$ cat src/rtl/div_arbiter_if.sv
// Requester and divider-side signals for div_arbiter.
// master: the arbiter. slave: the requesters and the divider.
interface div_arbiter_if #(
  parameter int unsigned WIDTH = 12
);
  logic             req_s;
  logic [WIDTH-1:0] dividend_s;
  logic [WIDTH-1:0] divisor_s;
  logic             req_a;
  logic [WIDTH-1:0] dividend_a;
  logic [WIDTH-1:0] divisor_a;
  logic             gnt_s;
  logic             gnt_a;
  logic             done_s;
  logic             done_a;
  logic [WIDTH-1:0] result;
  logic             err;
  logic             div_en;
  logic             div_select;
  logic [WIDTH-1:0] div_dividend;
  logic [WIDTH-1:0] div_divisor;
  logic             div_busy;
  logic             div_ready;
  logic [WIDTH-1:0] div_result;

  modport master (
    input  req_s, dividend_s, divisor_s, req_a, dividend_a, divisor_a,
    input  div_busy, div_ready, div_result,
    output gnt_s, gnt_a, done_s, done_a, result, err,
    output div_en, div_select, div_dividend, div_divisor
  );

  modport slave (
    output req_s, dividend_s, divisor_s, req_a, dividend_a, divisor_a,
    output div_busy, div_ready, div_result,
    input  gnt_s, gnt_a, done_s, done_a, result, err,
    input  div_en, div_select, div_dividend, div_divisor
  );
endinterface

$ cat src/rtl/div_arbiter.sv
// Round-robin arbiter sharing one divider between requesters S and A.
// Optional WAIT timeout abort is enabled by defining DIV_TIMEOUT_EN.
module div_arbiter #(
  parameter int unsigned WIDTH = 12
`ifdef DIV_TIMEOUT_EN
  , parameter int unsigned TIMEOUT_CYCLES = 64
`endif
) (
  input logic          clock,
  input logic          reset,
  div_arbiter_if.master bus
);

  typedef enum logic [1:0] {StIdle, StIssue, StWait, StDone} state_e;

  state_e state_q;
  logic   owner_q;  // 0 = S, 1 = A
  logic   last_q;   // requester served most recently
  logic   pick;
  logic [WIDTH-1:0] sel_dividend;
  logic [WIDTH-1:0] sel_divisor;

`ifdef DIV_TIMEOUT_EN
  localparam int unsigned CntW = $clog2(TIMEOUT_CYCLES + 1);
  logic [CntW-1:0] cnt_q;
`endif

  always_comb begin
    pick = 1'b0;
    if (bus.req_s && bus.req_a) begin
      pick = ~last_q;
    end else begin
      pick = bus.req_a;
    end
    sel_dividend = pick ? bus.dividend_a : bus.dividend_s;
    sel_divisor  = pick ? bus.divisor_a  : bus.divisor_s;
  end

  always_ff @(posedge clock) begin
    if (reset) begin
      state_q          <= StIdle;
      owner_q          <= 1'b0;
      last_q           <= 1'b1;  // makes S win the first tie
      bus.gnt_s        <= 1'b0;
      bus.gnt_a        <= 1'b0;
      bus.done_s       <= 1'b0;
      bus.done_a       <= 1'b0;
      bus.result       <= '0;
      bus.err          <= 1'b0;
      bus.div_en       <= 1'b0;
      bus.div_select   <= 1'b0;
      bus.div_dividend <= '0;
      bus.div_divisor  <= '0;
`ifdef DIV_TIMEOUT_EN
      cnt_q            <= '0;
`endif
    end else begin
      bus.gnt_s  <= 1'b0;
      bus.gnt_a  <= 1'b0;
      bus.done_s <= 1'b0;
      bus.done_a <= 1'b0;
      bus.err    <= 1'b0;
      bus.div_en <= 1'b0;
      unique case (state_q)
        StIdle: begin
          if ((bus.req_s || bus.req_a) && !bus.div_busy) begin
            owner_q          <= pick;
            bus.div_select   <= pick;
            bus.div_dividend <= sel_dividend;
            bus.div_divisor  <= sel_divisor;
            bus.gnt_s        <= ~pick;
            bus.gnt_a        <= pick;
            if (sel_divisor == '0) begin
              // Divide-by-zero never reaches the divider.
              bus.result <= '1;
              bus.done_s <= ~pick;
              bus.done_a <= pick;
              state_q    <= StDone;
            end else begin
              bus.div_en <= 1'b1;
              state_q    <= StIssue;
            end
          end
        end
        StIssue: begin
`ifdef DIV_TIMEOUT_EN
          cnt_q   <= '0;
`endif
          state_q <= StWait;
        end
        StWait: begin
          if (bus.div_ready) begin
            bus.result <= bus.div_result;
            bus.done_s <= ~owner_q;
            bus.done_a <= owner_q;
            state_q    <= StDone;
`ifdef DIV_TIMEOUT_EN
          end else if (cnt_q == CntW'(TIMEOUT_CYCLES - 1)) begin
            bus.result <= '1;
            bus.done_s <= ~owner_q;
            bus.done_a <= owner_q;
            bus.err    <= 1'b1;
            state_q    <= StDone;
          end else begin
            cnt_q <= cnt_q + 1'b1;
`endif
          end
        end
        StDone: begin
          last_q  <= owner_q;
          state_q <= StIdle;
        end
        default: state_q <= StIdle;
      endcase
    end
  end

endmodule

$ cat src/flat_wrapper.sv
// flat-port wrapper written by rule: the top's interface ports become plain ports
module div_arbiter_flat 
#(
  parameter int unsigned WIDTH = 12

)
  (clock, reset, bus_req_s, bus_dividend_s, bus_divisor_s, bus_req_a, bus_dividend_a, bus_divisor_a, bus_div_busy, bus_div_ready, bus_div_result, bus_gnt_s, bus_gnt_a, bus_done_s, bus_done_a, bus_result, bus_err, bus_div_en, bus_div_select, bus_div_dividend, bus_div_divisor);
  div_arbiter_if #(.WIDTH(WIDTH)) bus_i ();
  input logic clock;
  input logic reset;
  input wire logic [$bits(bus_i.req_s)-1:0] bus_req_s;
  input wire logic [$bits(bus_i.dividend_s)-1:0] bus_dividend_s;
  input wire logic [$bits(bus_i.divisor_s)-1:0] bus_divisor_s;
  input wire logic [$bits(bus_i.req_a)-1:0] bus_req_a;
  input wire logic [$bits(bus_i.dividend_a)-1:0] bus_dividend_a;
  input wire logic [$bits(bus_i.divisor_a)-1:0] bus_divisor_a;
  input wire logic [$bits(bus_i.div_busy)-1:0] bus_div_busy;
  input wire logic [$bits(bus_i.div_ready)-1:0] bus_div_ready;
  input wire logic [$bits(bus_i.div_result)-1:0] bus_div_result;
  output wire logic [$bits(bus_i.gnt_s)-1:0] bus_gnt_s;
  output wire logic [$bits(bus_i.gnt_a)-1:0] bus_gnt_a;
  output wire logic [$bits(bus_i.done_s)-1:0] bus_done_s;
  output wire logic [$bits(bus_i.done_a)-1:0] bus_done_a;
  output wire logic [$bits(bus_i.result)-1:0] bus_result;
  output wire logic [$bits(bus_i.err)-1:0] bus_err;
  output wire logic [$bits(bus_i.div_en)-1:0] bus_div_en;
  output wire logic [$bits(bus_i.div_select)-1:0] bus_div_select;
  output wire logic [$bits(bus_i.div_dividend)-1:0] bus_div_dividend;
  output wire logic [$bits(bus_i.div_divisor)-1:0] bus_div_divisor;
  assign bus_i.req_s = bus_req_s;
  assign bus_i.dividend_s = bus_dividend_s;
  assign bus_i.divisor_s = bus_divisor_s;
  assign bus_i.req_a = bus_req_a;
  assign bus_i.dividend_a = bus_dividend_a;
  assign bus_i.divisor_a = bus_divisor_a;
  assign bus_i.div_busy = bus_div_busy;
  assign bus_i.div_ready = bus_div_ready;
  assign bus_i.div_result = bus_div_result;
  assign bus_gnt_s = bus_i.gnt_s;
  assign bus_gnt_a = bus_i.gnt_a;
  assign bus_done_s = bus_i.done_s;
  assign bus_done_a = bus_i.done_a;
  assign bus_result = bus_i.result;
  assign bus_err = bus_i.err;
  assign bus_div_en = bus_i.div_en;
  assign bus_div_select = bus_i.div_select;
  assign bus_div_dividend = bus_i.div_dividend;
  assign bus_div_divisor = bus_i.div_divisor;
  div_arbiter #(.WIDTH(WIDTH)) u_core (.clock(clock), .reset(reset), .bus(bus_i));
endmodule
$ cat config.mk
export PLATFORM = sky130hd
export DESIGN_NAME = div_arbiter_flat
export DESIGN_NICKNAME = d
export VERILOG_FILES = /design/src/rtl/div_arbiter_if.sv /design/src/rtl/div_arbiter.sv /design/src/flat_wrapper.sv
export SDC_FILE = /design/constraint.sdc
export NUM_CORES = 1
export LEC_CHECK = 0
export BUFFER_PORTS_ARGS = -buffer_cell sky130_fd_sc_hd__buf_2
export CORE_UTILIZATION = 46
export CTS_BUF_LIST = sky130_fd_sc_hd__clkbuf_8
export CTS_CLUSTER_DIAMETER = 200
export DETAILED_ROUTE_END_ITERATION = 10
export HOLD_SLACK_MARGIN = 0.1
export PLACE_DENSITY = 0.81
export SLEW_MARGIN = 0
export SYNTH_ARGS = -nofsm -noshare
export SYNTH_HDL_FRONTEND = slang
export SYNTH_SLANG_ARGS = --single-unit
export TNS_END_PERCENT = 50
$ cat constraint.sdc
create_clock -name clock -period 1.98 [get_ports clock]
set_input_delay 0 -clock clock [delete_from_list [all_inputs] [get_ports clock]]
set_output_delay 0 -clock clock [all_outputs]
set_load 0.01 [all_outputs]
==> results.rst, run 1 <==
.. list-table::
   :header-rows: 1

   * - Metric
     - Value
   * - Reg-to-reg slack, setup
     - -30 ps
   * - Die W
     - 69.0 um
   * - Cell total after placement
     - 391
   * - Start point of the worst hold path
     - bus_div_ready
   * - Share of synthesized area occupied by flip-flops and latches
     - 43.6%
   * - TritonCTS clock tree
     - built
   * - Switching power share of the total
     - 35.3%
   * - Number of clock sinks
     - 45
   * - Standard cell area after detailed placement
     - 2630 um^2
   * - Critical path depth in cells
     - 8
   * - Logic depth of the worst register-to-register path
     - 8
   * - # IOs
     - 109
   * - Starting DRC count in detailed routing
     - 100
   * - Final critical-path required period
     - 2010 ps
   * - Post-synth EDFFs
     - 0
   * - # H-tree levels
     - 2
   * - Port Buffer Count
     - 107
   * - Final wirelength
     - 7.38 mm
   * - Highest-count cells in the layout ignoring fill and taps
     - sky130_fd_sc_hd__buf_2 (107), sky130_fd_sc_hd__dlygate4sd3_1 (57), sky130_fd_sc_hd__nand2_1 (53), sky130_fd_sc_hd__nor2_1 (51), sky130_fd_sc_hd__dfxtp_1 (44)
   * - Worst supply voltage drop on vdd
     - 0.607 mV
   * - Data required time at the worst endpoint
     - 2220 ps
   * - Skew-Pair Late Insertion Delay
     - 290 ps
   * - Flip-flop and latch count after synthesis
     - 45
   * - Final worst-path setup slack
     - -30.2 ps
   * - FF-to-FF Start
     - u_core.state_q[0]$_SDFFE_PP0P_
   * - Core outline area
     - 4320 um^2
   * - Relative slew margins
     - 63.0%
   * - Flip-flop cell with the highest count after synthesis
     - sky130_fd_sc_hd__dfxtp_1
   * - Part of the power in the clock network
     - 15.6%
   * - Setup violators final
     - 1
   * - Commonest non-fill, non-tap cell in the layout
     - sky130_fd_sc_hd__buf_2
   * - Clock buffers created by TritonCTS
     - 5
   * - Signed area change from the synthesized netlist to the final layout
     - 70.7%
   * - Area of the die
     - 4760 um^2
   * - Maximum capacitance violations
     - 0
   * - Tightest Hold Check Type
     - primary input to flip-flop
   * - Master cell of the clock root buffer
     - sky130_fd_sc_hd__clkbuf_8
   * - DR vias/cell
     - 5.49
   * - Initial Utilization
     - 47.8%
   * - Net count after synthesis
     - 313
   * - Largest delay contributor family on the critical path
     - buffers and inverters
   * - Count of cells along the worst hold path
     - 4
   * - Largest net degree at the start of global routing
     - 30
   * - Buf+Inv Stages, Crit Path
     - 4
   * - Total negative slack for setup checks
     - -30.2 ps
   * - Status
     - complete, but fails checks
   * - DRC errors left
     - 0
   * - Slowest stage cell, crit path
     - sky130_fd_sc_hd__dlygate4sd3_1
   * - Power density over the cells
     - 1010 nW/um^2
   * - Die outline height
     - 69.0 um
   * - Synth async-reset ratio
     - 0%
   * - Crit path capture type
     - flip-flop
   * - Number of standard cells in the final layout excluding fillers
     - 467
   * - Number of hold-slack violations in the final timing report
     - 0
   * - Vias after detailed routing
     - 2564
   * - Sequential share of power
     - 37.3%
   * - Maximum clock rate
     - 497 MHz
   * - Leakage power total
     - 1.71 nW
   * - Number of antenna repair diodes
     - 0
   * - Final Cell Area
     - 3530 um^2
   * - Post-synthesis instance area
     - 2070 um^2
   * - First-pass GRT wire length
     - 10.9 mm
   * - Number of antenna violations at the first check in global routing
     - 0
   * - Internal portion of total power
     - 2.31 mW
   * - Final number of max-transition violations
     - 0
   * - Fraction of layout cells with a size suffix above 1
     - 36.1%
   * - Number of unique standard cell types used by synthesis
     - 34
   * - Post-detail-place hpwl
     - 3.96 mm
   * - Number of detailed-route iterations in the first pass
     - 5
   * - Type of the setup path with the least slack
     - flip-flop to flip-flop
   * - Setup skew after layout
     - 6.92 ps
   * - Gate power share
     - 47.1%
   * - Synth warnings
     - 0
   * - Critical Path, Cell by Cell
     - inv_1, ha_2, inv_2, nor2_4, buf_12, nor2_1, a311oi_1, dlygate4sd3_1
   * - Critical Path Max Stage Delay
     - 610 ps
   * - Row count
     - 24
   * - Total global routing overflow
     - 0
   * - Mapped Avg Cell Area
     - 8.47 um^2
   * - Max Fanout on Critical Path
     - 10
   * - Type of origin of the critical path
     - flip-flop
   * - Worst Hold End
     - u_core.bus.done_s$_SDFF_PP0_
   * - Period utilisation layout
     - 102%
   * - Violated checks
     - setup timing
   * - Mean routed wirelength per cell
     - 15.8 um
   * - Clock-pin slew on the worst setup and hold paths
     - 80 ps
   * - Switching Power
     - 1.26 mW
   * - Weighted congestion reported at the end of routability-driven placement
     - 0.831
   * - GRT Overall Usage
     - 27.9%
   * - Transition time at the pin with the least slew margin
     - 555 ps
   * - Antenna violation net count after detailed routing
     - 0
   * - Overall power of the completed layout
     - 3.56 mW
   * - Data arrival at the endpoint of the critical path
     - 2250 ps
   * - Reg-to-reg critical path endpoint
     - u_core.bus.div_dividend[8]$_SDFFE_PP0P_
   * - Cells after synthesis
     - 244
   * - Maximum root-to-sink buffer count
     - 2
   * - Final #Nets
     - 484
   * - Number of global-route vias before repair
     - 2470
[synthesized netlist by cell type, types with 2 or more instances]
master / number / area, um^2
sky130_fd_sc_hd__nor3_1: 4 / 20.0
sky130_fd_sc_hd__nand2_1: 53 / 199
sky130_fd_sc_hd__a211o_1: 2 / 17.5
sky130_fd_sc_hd__nand3b_1: 2 / 15.0
sky130_fd_sc_hd__and3_1: 2 / 12.5
sky130_fd_sc_hd__nor4_1: 3 / 18.8
sky130_fd_sc_hd__buf_4: 2 / 15.0
sky130_fd_sc_hd__clkbuf_1: 13 / 48.8
sky130_fd_sc_hd__nor2_1: 52 / 195
sky130_fd_sc_hd__inv_1: 3 / 11.3
sky130_fd_sc_hd__a21oi_1: 2 / 10.0
sky130_fd_sc_hd__o221a_1: 12 / 135
sky130_fd_sc_hd__nor4_2: 3 / 37.5
sky130_fd_sc_hd__buf_6: 2 / 22.5
sky130_fd_sc_hd__ha_1: 3 / 37.5
sky130_fd_sc_hd__a311oi_1: 24 / 210
sky130_fd_sc_hd__dfxtp_1: 45 / 901
[flip-flops by register name, indices dropped and copies added (netlist names)]
register and cells:
u_core.bus.div_divisor 12, u_core.bus.result 12, u_core.bus.done_a 1, u_core.bus.gnt_s 1, u_core.state_q 2, u_core.last_q 1, u_core.owner_q 1, u_core.bus.gnt_a 1
u_core.bus.div_dividend 12, u_core.bus.div_en 1, u_core.bus.done_s 1
[layout make-up]
type	instances	area (um^2)
fillers	262	798
multi-input cells	176	1130
clock inverters	1	3.75
clock buffers	6	82.6
flip-flops and latches	45	902
repair buffers	183	1330
inverters	4	15.0
well taps	52	65.1
[layer usage]
layer	vias up	routed length, um	GRT usage (%)
met2	122	3860	50.1
met1	1217	2900	31.5
met3	20	443	6.14
met5	-	0	0
met4	0	172	12.0
li1	1205	-	-
[power by group through the flow]
stage | Combinational (mW) | Clock [mW] | Sequential, mW
final | 1.68 | 0.556 | 1.33
after CTS | 1.40 | 0.569 | 1.32
after floorplan | 0.626 | 0 | 1.45
after global placement | 1.17 | 0 | 1.33
after global routing | 1.80 | 0.611 | 1.36
after detailed placement | 1.20 | 0 | 1.34
[per-stage QoR]
stage	worst slack [ps]	hold slack [ps]	utilization [%]
2_1_floorplan	390	159	-
3_3_place_gp	38.9	262	60.9
3_5_place_dp	-42.9	272	60.9
4_1_cts	17.9	128	77.0
5_1_grt	-52.7	132	81.5
6_report	-30.2	141	81.5
[worst reg2reg max path: cells and delay by family, from the launching register on]
family / cells / cell delay (ps)
buf+inv: 4 / 920
compound gates: 1 / 300
flops: 1 / 320
fa+ha+maj: 1 / 200
simple gates: 2 / 230
[worst max-delay path by stage]
| stage | from | to | slack (ps) |
|---|---|---|---|
| 6_report | u_core.state_q[0]$_SDFFE_PP0P_ | u_core.bus.div_dividend[8]$_SDFFE_PP0P_ | -30 |
| 3_3_place_gp | bus_divisor_s[3] | u_core.bus.result[11]$_SDFFE_PP0P_ | 40 |
| 2_1_floorplan | u_core.state_q[0]$_SDFFE_PP0P_ | u_core.bus.div_dividend[11]$_SDFFE_PP0P_ | 390 |
| 3_5_place_dp | bus_divisor_s[3] | u_core.bus.result[10]$_SDFFE_PP0P_ | -40 |
| 5_1_grt | u_core.state_q[0]$_SDFFE_PP0P_ | u_core.bus.div_dividend[8]$_SDFFE_PP0P_ | -50 |
| 4_1_cts | u_core.state_q[0]$_SDFFE_PP0P_ | u_core.bus.div_divisor[1]$_SDFFE_PP0P_ | 20 |
[kinds of logic (layout without fill, tap and decap cells)]
family	after synthesis	count (layout)	synth area share, %
other	1	1	0.182
adders and majority gates	3	3	1.82
buffers and inverters	23	194	5.33
and+or+nand+nor	123	123	26.3
AOI/OAI and AO/OA	49	49	22.7
DFF	45	45	43.6
[repair_timing]
item,in CTS,in global routing
setup buffers,0,7
cloned,0,2
setup endpoints to repair,12,29
hold buffers,60,3
resized for setup,1,21
hold endpoints to repair,36,3
pin swaps,0,11
Note: power is estimated with default switching activity, not from simulation.
==> run 2, diff against run 1 <==
--- a/config.mk
+++ b/config.mk
@@ -6,9 +6,11 @@
 export NUM_CORES = 1
 export LEC_CHECK = 0
 export BUFFER_PORTS_ARGS = -buffer_cell sky130_fd_sc_hd__buf_2
+export CORE_ASPECT_RATIO = 1.4
 export CORE_UTILIZATION = 46
 export CTS_BUF_LIST = sky130_fd_sc_hd__clkbuf_8
 export CTS_CLUSTER_DIAMETER = 200
+export CTS_CLUSTER_SIZE = 14
 export DETAILED_ROUTE_END_ITERATION = 10
 export HOLD_SLACK_MARGIN = 0.1
 export PLACE_DENSITY = 0.81
==> run 2 against run 1 <==
- the run now ends clean
- critical path depth down 2
- clock power grew 24%
- worst hold slack improved by 52 ps
- critical endpoint is now u_core.bus.result[2]$_SDFFE_PP0P_
==> results.rst, run 2 (synthesized netlist as in run 1, its figures left out) <==
.. list-table::
   :header-rows: 1

   * - Metric
     - Value
   * - Number of global-route vias before repair
     - 2569 (+4.0%)
   * - Vias after detailed routing
     - 2625 (+2.4%)
   * - Die outline height
     - 81.3 um (+18%)
   * - Type of origin of the critical path
     - primary input
   * - Max Fanout on Critical Path
     - 12 (+2)
   * - Maximum capacitance violations
     - 0 (unchanged)
   * - DR vias/cell
     - 5.65 (+2.8%)
   * - Maximum clock rate
     - 531 MHz (+6.8%)
   * - Final number of max-transition violations
     - 0 (unchanged)
   * - Logic depth of the worst register-to-register path
     - 7 (-1)
   * - Final Cell Area
     - 3390 um^2 (-3.9%)
   * - Fraction of layout cells with a size suffix above 1
     - 32.6% (-3.6 points)
   * - Status
     - completed
   * - Port Buffer Count
     - 107 (unchanged)
   * - Weighted congestion reported at the end of routability-driven placement
     - 0.813 (-2.2%)
   * - Initial Utilization
     - 48.3% (+0.56 points)
   * - Total global routing overflow
     - 0 (unchanged)
   * - Final #Nets
     - 474 (-2.1%)
   * - Number of clock sinks
     - 45 (unchanged)
   * - Relative slew margins
     - 63.7% (+0.73 points)
   * - TritonCTS clock tree
     - built
   * - Die W
     - 58.6 um (-15%)
   * - Power density over the cells
     - 1020 nW/um^2 (+1.1%)
   * - Largest net degree at the start of global routing
     - 50 (+67%)
   * - Worst supply voltage drop on vdd
     - 0.588 mV (-3.1%)
   * - Starting DRC count in detailed routing
     - 121 (+21%)
   * - Unrepaired setup endpoints after global routing
     - no
   * - Core outline area
     - 4270 um^2 (-1.2%)
   * - Standard cell area after detailed placement
     - 2630 um^2 (unchanged)
   * - Leakage power total
     - 1.58 nW (-7.8%)
   * - Commonest non-fill, non-tap cell in the layout
     - sky130_fd_sc_hd__buf_2
   * - Number of detailed-route iterations in the first pass
     - 5 (unchanged)
   * - Final wirelength
     - 7.85 mm (+6.5%)
   * - Number of antenna violations at the first check in global routing
     - 0 (unchanged)
   * - Area of the multi-input gates
     - 1090 um^2 (-3.6%)
   * - Maximum root-to-sink buffer count
     - 2 (unchanged)
   * - Setup skew after layout
     - 9.62 ps (+2.69 ps)
   * - Clock-pin slew on the worst setup and hold paths
     - 90 ps (about the same)
   * - Transition time at the pin with the least slew margin
     - 544 ps (-11.0 ps)
   * - GRT Overall Usage
     - 33.8% (+5.9 points)
   * - Critical Path Max Stage Delay
     - 530 ps (-80 ps)
   * - Type of the setup path with the least slack
     - primary input to flip-flop
   * - First-pass GRT wire length
     - 12.1 mm (+10%)
   * - Signed area change from the synthesized netlist to the final layout
     - 64.1%
   * - Area of the die
     - 4770 um^2 (about the same)
   * - Highest-count cells in the layout ignoring fill and taps
     - sky130_fd_sc_hd__buf_2 (107), sky130_fd_sc_hd__dlygate4sd3_1 (61), sky130_fd_sc_hd__nand2_1 (53), sky130_fd_sc_hd__nor2_1 (51), sky130_fd_sc_hd__dfxtp_1 (45)
   * - Period utilisation layout
     - 95.0% (-6.5 points)
   * - Skew-Pair Late Insertion Delay
     - 310 ps (+20 ps)
   * - # IOs
     - 109 (unchanged)
   * - DRC errors left
     - 0 (unchanged)
   * - Layout fillers
     - 258 (-1.5%)
   * - Final Core Density
     - 79.3% (-2.2 points)
   * - Data arrival at the endpoint of the critical path
     - 2070 ps (-180 ps)
   * - FF+latch area
     - 901 um^2 (-0.14%)
   * - Master cell of the clock root buffer
     - sky130_fd_sc_hd__clkbuf_8
   * - Count of cells along the worst hold path
     - 2 (-2)
   * - Largest registers
     - u_core.bus.div_dividend: 12 flops, u_core.bus.div_divisor: 12 flops, u_core.bus.result: 12 flops
   * - Critical Path, Cell by Cell
     - dlygate4sd3_1, buf_2, nor4_1, nand4_2, a211o_1, o221a_1
   * - Row count
     - 28 (+17%)
   * - Antenna violation net count after detailed routing
     - 0 (unchanged)
   * - Crit path capture type
     - flip-flop
   * - Slowest stage cell, crit path
     - sky130_fd_sc_hd__dlygate4sd3_1
   * - Number of hold-slack violations in the final timing report
     - 0 (unchanged)
   * - Data required time at the worst endpoint
     - 2170 ps (-50 ps)
   * - Number of antenna repair diodes
     - 0 (unchanged)
   * - Final critical-path required period
     - 1880 ps (-128 ps)
   * - Post-detail-place hpwl
     - 3.75 mm (-5.4%)
   * - Setup violators final
     - 0 (-1)
   * - Mean routed wirelength per cell
     - 16.9 um (+7.0%)
   * - Tightest Hold Check Type
     - primary input to flip-flop
   * - # H-tree levels
     - 2 (unchanged)
   * - Clock buffers created by TritonCTS
     - 5 (unchanged)
## run 2: cell count changes in the layout (fill, tap and decap cells not counted), moves of 2 or more
cell,previous run,this run
sky130_fd_sc_hd__a311oi_1,16,24
sky130_fd_sc_hd__a311oi_2,8,0
sky130_fd_sc_hd__clkbuf_16,2,0
sky130_fd_sc_hd__buf_4,11,3
sky130_fd_sc_hd__dlygate4sd3_1,57,61
sky130_fd_sc_hd__dlymetal6s4s_1,3,0
## run 2: what timing repair did
action | in CTS | in global routing
hold buffers | 61 | 0
endpoints found under the setup margin | 12 | 12
buffers inserted | 0 | 1
endpoints found under the hold margin | 37 | 0
resized for setup | 1 | 2
pin swaps | 0 | 1
## run 2: area by class of cell
cell class	instances	share of cell area (%)
flip-flops and latches	45	26.6
multi-input cells	176	32.0
repair buffers	173	35.7
clock inverters	2	1.03
well taps	60	2.21
clock buffers	5	2.03
inverters	4	0.443
## run 2: through the flow
| stage | setup WS (ps) | std cells | power (mW) | hold slack, ps | setup TNS, ps |
|---|---|---|---|---|---|
| 5_1_grt | 4.34 | 465 | 3.65 | 209 | 0 |
| 3_5_place_dp | -52.6 | 396 | 2.52 | 272 | -441 |
| 4_1_cts | 2.85 | 464 | 3.31 | 189 | 0 |
| 3_3_place_gp | 44.3 | 396 | 2.48 | 265 | 0 |
| 2_1_floorplan | 390 | 244 | 2.08 | 159 | 0 |
| 6_report | 98.1 | 465 | 3.46 | 193 | 0 |
## run 2: worst paths after layout
check / from / end / slack (ps)
setup / recovery: bus_divisor_s[4] / u_core.bus.result[2]$_SDFFE_PP0P_ / 100
setup reg to reg: u_core.state_q[0]$_SDFFE_PP0P_ / u_core.bus.div_dividend[11]$_SDFFE_PP0P_ / 190
hold reg to reg: u_core.bus.div_divisor[9]$_SDFFE_PP0P_ / u_core.bus.div_divisor[9]$_SDFFE_PP0P_ / 500
hold / removal: reset / u_core.owner_q$_SDFFE_PP0P_ / 190
## run 2: per-layer routing
layer	vias up	track usage (%)	part of all wire [%]
met5	-	0	0
met4	0	17.6	4.3
met3	37	8.92	11
met2	219	59.4	49
met1	1182	36.7	36
li1	1187	-	-
## run 2: worst max-delay path: cells and delay by family
family | cells | cell delay [ps]
AOI/OAI and AO/OA | 2 | 770
buffers and inverters | 2 | 670
and+or+nand+nor | 2 | 630
## run 2: power by group
group | leakage [nW] | total [mW] | internal [mW] | switching, mW
combinational | 1.15 | 1.44 | 0.663 | 0.773
clock | 0.0540 | 0.691 | 0.367 | 0.324
sequential | 0.370 | 1.33 | 1.18 | 0.156
==> run 3, diff against run 2 <==
--- a/config.mk
+++ b/config.mk
@@ -12,6 +12,7 @@
 export CTS_CLUSTER_DIAMETER = 200
 export CTS_CLUSTER_SIZE = 14
 export DETAILED_ROUTE_END_ITERATION = 10
+export GPL_TIMING_DRIVEN = 0
 export HOLD_SLACK_MARGIN = 0.1
 export PLACE_DENSITY = 0.81
 export SLEW_MARGIN = 0
==> run 3 against run 2 <==
- register-to-register slack lost 30 ps
- maximum frequency down 1.2%
- clock power shrank 19%
- core utilization fell by 0.50 points
- die area unchanged
- non-clock buffer count increased by 12
- global-route usage rose by 0.13 points
- worst setup slack got worse by 22 ps
- wire length is 1.1% lower
- via count decreased by 0.34%
- design area fell by 0.63%
- worst hold slack got worse by 78 ps
==> results.rst, run 3 (synthesized netlist as in run 1, its figures left out) <==
.. list-table::
   :header-rows: 1

   * - Metric
     - Value
   * - Status
     - completed
   * - Port Buffer Count
     - 106 (-0.93%)
   * - Worst hold margin
     - 115 ps (-77.6 ps)
   * - Max Fanout on Critical Path
     - 10 (-2)
   * - Starting DRC count in detailed routing
     - 169 (+40%)
   * - Critical Path Max Stage Delay
     - 550 ps (+20 ps)
   * - Clock-pin slew on the worst setup and hold paths
     - 80 ps (about the same)
   * - Start point of the worst hold path
     - bus_div_ready
   * - Antenna violation net count after detailed routing
     - 0 (unchanged)
   * - Final number of max-transition violations
     - 0 (unchanged)
   * - Core outline area
     - 4270 um^2 (unchanged)
   * - Largest net degree at the start of global routing
     - 14 (-72%)
   * - Vias after detailed routing
     - 2616 (-0.34%)
   * - Critical Path, Cell by Cell
     - dlygate4sd3_1, buf_2, nor4_1, nand4_2, a211o_1, buf_6, o221a_1
   * - Type of origin of the critical path
     - primary input
   * - Type of the setup path with the least slack
     - primary input to flip-flop
   * - TritonCTS clock tree
     - built
   * - Total negative slack for setup checks
     - 0 ps (unchanged)
   * - Initial Utilization
     - 48.3% (unchanged)
   * - Reg-to-reg slack, setup
     - 160 ps (-30 ps)
   * - Mean routed wirelength per cell
     - 16.3 um (-3.8%)
   * - Final #Nets
     - 486 (+2.5%)
   * - Leakage power total
     - 1.58 nW (about the same)
   * - Setup skew after layout
     - 14.4 ps (+4.76 ps)
   * - Critical path depth in cells
     - 7 (+1)
   * - Met2 Routed Length
     - 3.79 mm (-1.3%)
   * - Final critical-path required period
     - 1900 ps (+22.2 ps)
   * - Master cell of the clock root buffer
     - sky130_fd_sc_hd__clkbuf_8
   * - Number of clock sinks
     - 45 (unchanged)
   * - # H-tree levels
     - 2 (unchanged)
   * - Final wirelength
     - 7.77 mm (-1.1%)
   * - Total setup buffers inserted after CTS
     - 0 (unchanged)
   * - Fraction of layout cells with a size suffix above 1
     - 31.6% (-1.0 points)
   * - Weighted congestion reported at the end of routability-driven placement
     - 0.831 (+2.2%)
   * - Post-detail-place hpwl
     - 4.22 mm (+13%)
   * - Maximum clock rate
     - 525 MHz (-1.2%)
   * - Overall power of the completed layout
     - 3.26 mW (-5.7%)
   * - Maximum capacitance violations
     - 0 (unchanged)
   * - FF-to-FF Start
     - u_core.state_q[0]$_SDFFE_PP0P_
   * - Period utilisation layout
     - 96.2% (+1.1 points)
   * - Area of the die
     - 4770 um^2 (unchanged)
   * - Largest delay contributor family on the critical path
     - buffers and inverters
   * - Number of antenna violations at the first check in global routing
     - 0 (unchanged)
   * - Transition time at the pin with the least slew margin
     - 505 ps (-39.5 ps)
   * - Highest-count cells in the layout ignoring fill and taps
     - sky130_fd_sc_hd__buf_2 (107), sky130_fd_sc_hd__dlygate4sd3_1 (60), sky130_fd_sc_hd__nand2_1 (53), sky130_fd_sc_hd__nor2_1 (51), sky130_fd_sc_hd__dfxtp_1 (45)
   * - GRT Overall Usage
     - 33.9% (+0.13 points)
   * - Row count
     - 28 (unchanged)
   * - Layout fillers
     - 255 (-1.2%)
   * - Highest metal layer with signal wires
     - met4
   * - Worst supply voltage drop on vdd
     - 0.682 mV (+16%)
   * - Unrepaired setup endpoints after global routing
     - no
   * - Number of detailed-route iterations in the first pass
     - 4 (-1)
   * - Final Core Density
     - 78.8% (-0.50 points)
   * - Die outline height
     - 81.3 um (unchanged)
   * - Clock buffers created by TritonCTS
     - 5 (unchanged)
   * - Number of global-route vias before repair
     - 2706 (+5.3%)
   * - Detailed-routing wirelength on met1
     - 3.07 mm (+8.0%)
   * - Setup violators final
     - 0 (unchanged)
   * - Reg-to-reg critical path endpoint
     - u_core.owner_q$_SDFFE_PP0P_
   * - Met3 wire length
     - 654 um (-22%)
   * - Tightest Hold Check Type
     - primary input to flip-flop
   * - Power density over the cells
     - 969 nW/um^2 (-5.2%)
   * - DR vias/cell
     - 5.47 (-3.1%)
   * - Number of hold-slack violations in the final timing report
     - 0 (unchanged)
   * - Data required time at the worst endpoint
     - 2160 ps (about the same)
   * - Logic depth of the worst register-to-register path
     - 8 (+1)
   * - First-pass GRT wire length
     - 12.2 mm (+1.0%)
   * - Final worst-path setup slack
     - 75.9 ps (-22.2 ps)
   * - Data arrival at the endpoint of the critical path
     - 2090 ps (+20 ps)
   * - Largest registers
     - u_core.bus.div_dividend: 12 flops, u_core.bus.div_divisor: 12 flops, u_core.bus.result: 12 flops
   * - Relative slew margins
     - 66.4% (+2.6 points)
   * - Maximum root-to-sink buffer count
     - 2 (unchanged)
   * - Number of antenna repair diodes
     - 0 (unchanged)
   * - # IOs
     - 109 (unchanged)
   * - Commonest non-fill, non-tap cell in the layout
     - sky130_fd_sc_hd__buf_2
   * - Buf+Inv Stages, Crit Path
     - 3 (+1)
   * - DRC errors left
     - 0 (unchanged)
   * - Crit. Startpoint
     - bus_divisor_s[3]
   * - Total global routing overflow
     - 0 (unchanged)
   * - Signed area change from the synthesized netlist to the final layout
     - 63.1%
   * - Pre-CTS setup slack
     - -9.10 ps (+43.5 ps)
   * - Critical Path Sink
     - u_core.bus.result[8]$_SDFFE_PP0P_
   * - Crit path capture type
     - flip-flop
   * - Slowest stage cell, crit path
     - sky130_fd_sc_hd__dlygate4sd3_1
   * - Die W
     - 58.6 um (unchanged)
   * - Skew-Pair Late Insertion Delay
     - 300 ps (about the same)
## run 3: stage by stage
| step | cells | cell area, um^2 |
|---|---|---|
| after floorplan | 244 | 2070 |
| final | 478 | 3370 |
| after global routing | 478 | 3370 |
| after detailed placement | 410 | 2670 |
| after CTS | 478 | 3360 |
| after global placement | 410 | 2670 |
## run 3: repair_timing
action / 4_1_cts / 5_1_grt
resized for setup: 0 / 7
hold buffers: 60 / 0
hold endpoints to repair: 36 / 0
endpoints found under the setup margin: 0 / 20
## run 3: cell type report
type	instances	area (um^2)	share of cell area [%]
repair buffers	166	1130	33.6
multi-input cells	176	1060	31.6
flip-flops and latches	45	901	26.7
plain buffers	19	98.8	2.93
well taps	60	75.1	2.23
clock buffers	5	68.8	2.04
clock inverters	3	15.0	0.446
inverters	4	15.0	0.446
## run 3: where the power goes
group	total, mW	leakage (nW)	internal [mW]	switching, mW
clock	0.561	0.0467	0.240	0.321
sequential	1.34	0.370	1.18	0.157
combinational	1.37	1.16	0.624	0.742
total	3.26	1.58	2.04	1.22
## run 3: how the worst min path moves through the flow
stage,end,slack (ps),cells past startpoint
5_1_grt,u_core.bus.done_a$_SDFF_PP0_,110,3
4_1_cts,u_core.bus.done_a$_SDFF_PP0_,110,3
3_5_place_dp,u_core.bus.div_dividend[5]$_SDFFE_PP0P_,270,3
6_report,u_core.bus.done_a$_SDFF_PP0_,120,3
3_3_place_gp,u_core.bus.div_dividend[5]$_SDFFE_PP0P_,270,3
2_1_floorplan,u_core.bus.div_dividend[0]$_SDFFE_PP0P_,160,2
## run 3: worst reg2reg max path, stage by stage, from the launching register on
cell and delay [ps]:
sky130_fd_sc_hd__dfxtp_1 330, sky130_fd_sc_hd__inv_1 100, sky130_fd_sc_hd__ha_1 310, sky130_fd_sc_hd__inv_2 70
sky130_fd_sc_hd__nor2_2 190, sky130_fd_sc_hd__buf_2 260, sky130_fd_sc_hd__clkbuf_2 270, sky130_fd_sc_hd__nand2_1 90
sky130_fd_sc_hd__a21oi_1 140
## run 3: metal layers
metal | vias to the layer above | GRT usage, %
li1 | 1216 | -
met1 | 1194 | 38.2
met2 | 177 | 59.3
met3 | 29 | 8.76
met4 | 0 | 15.5
met5 | - | 0
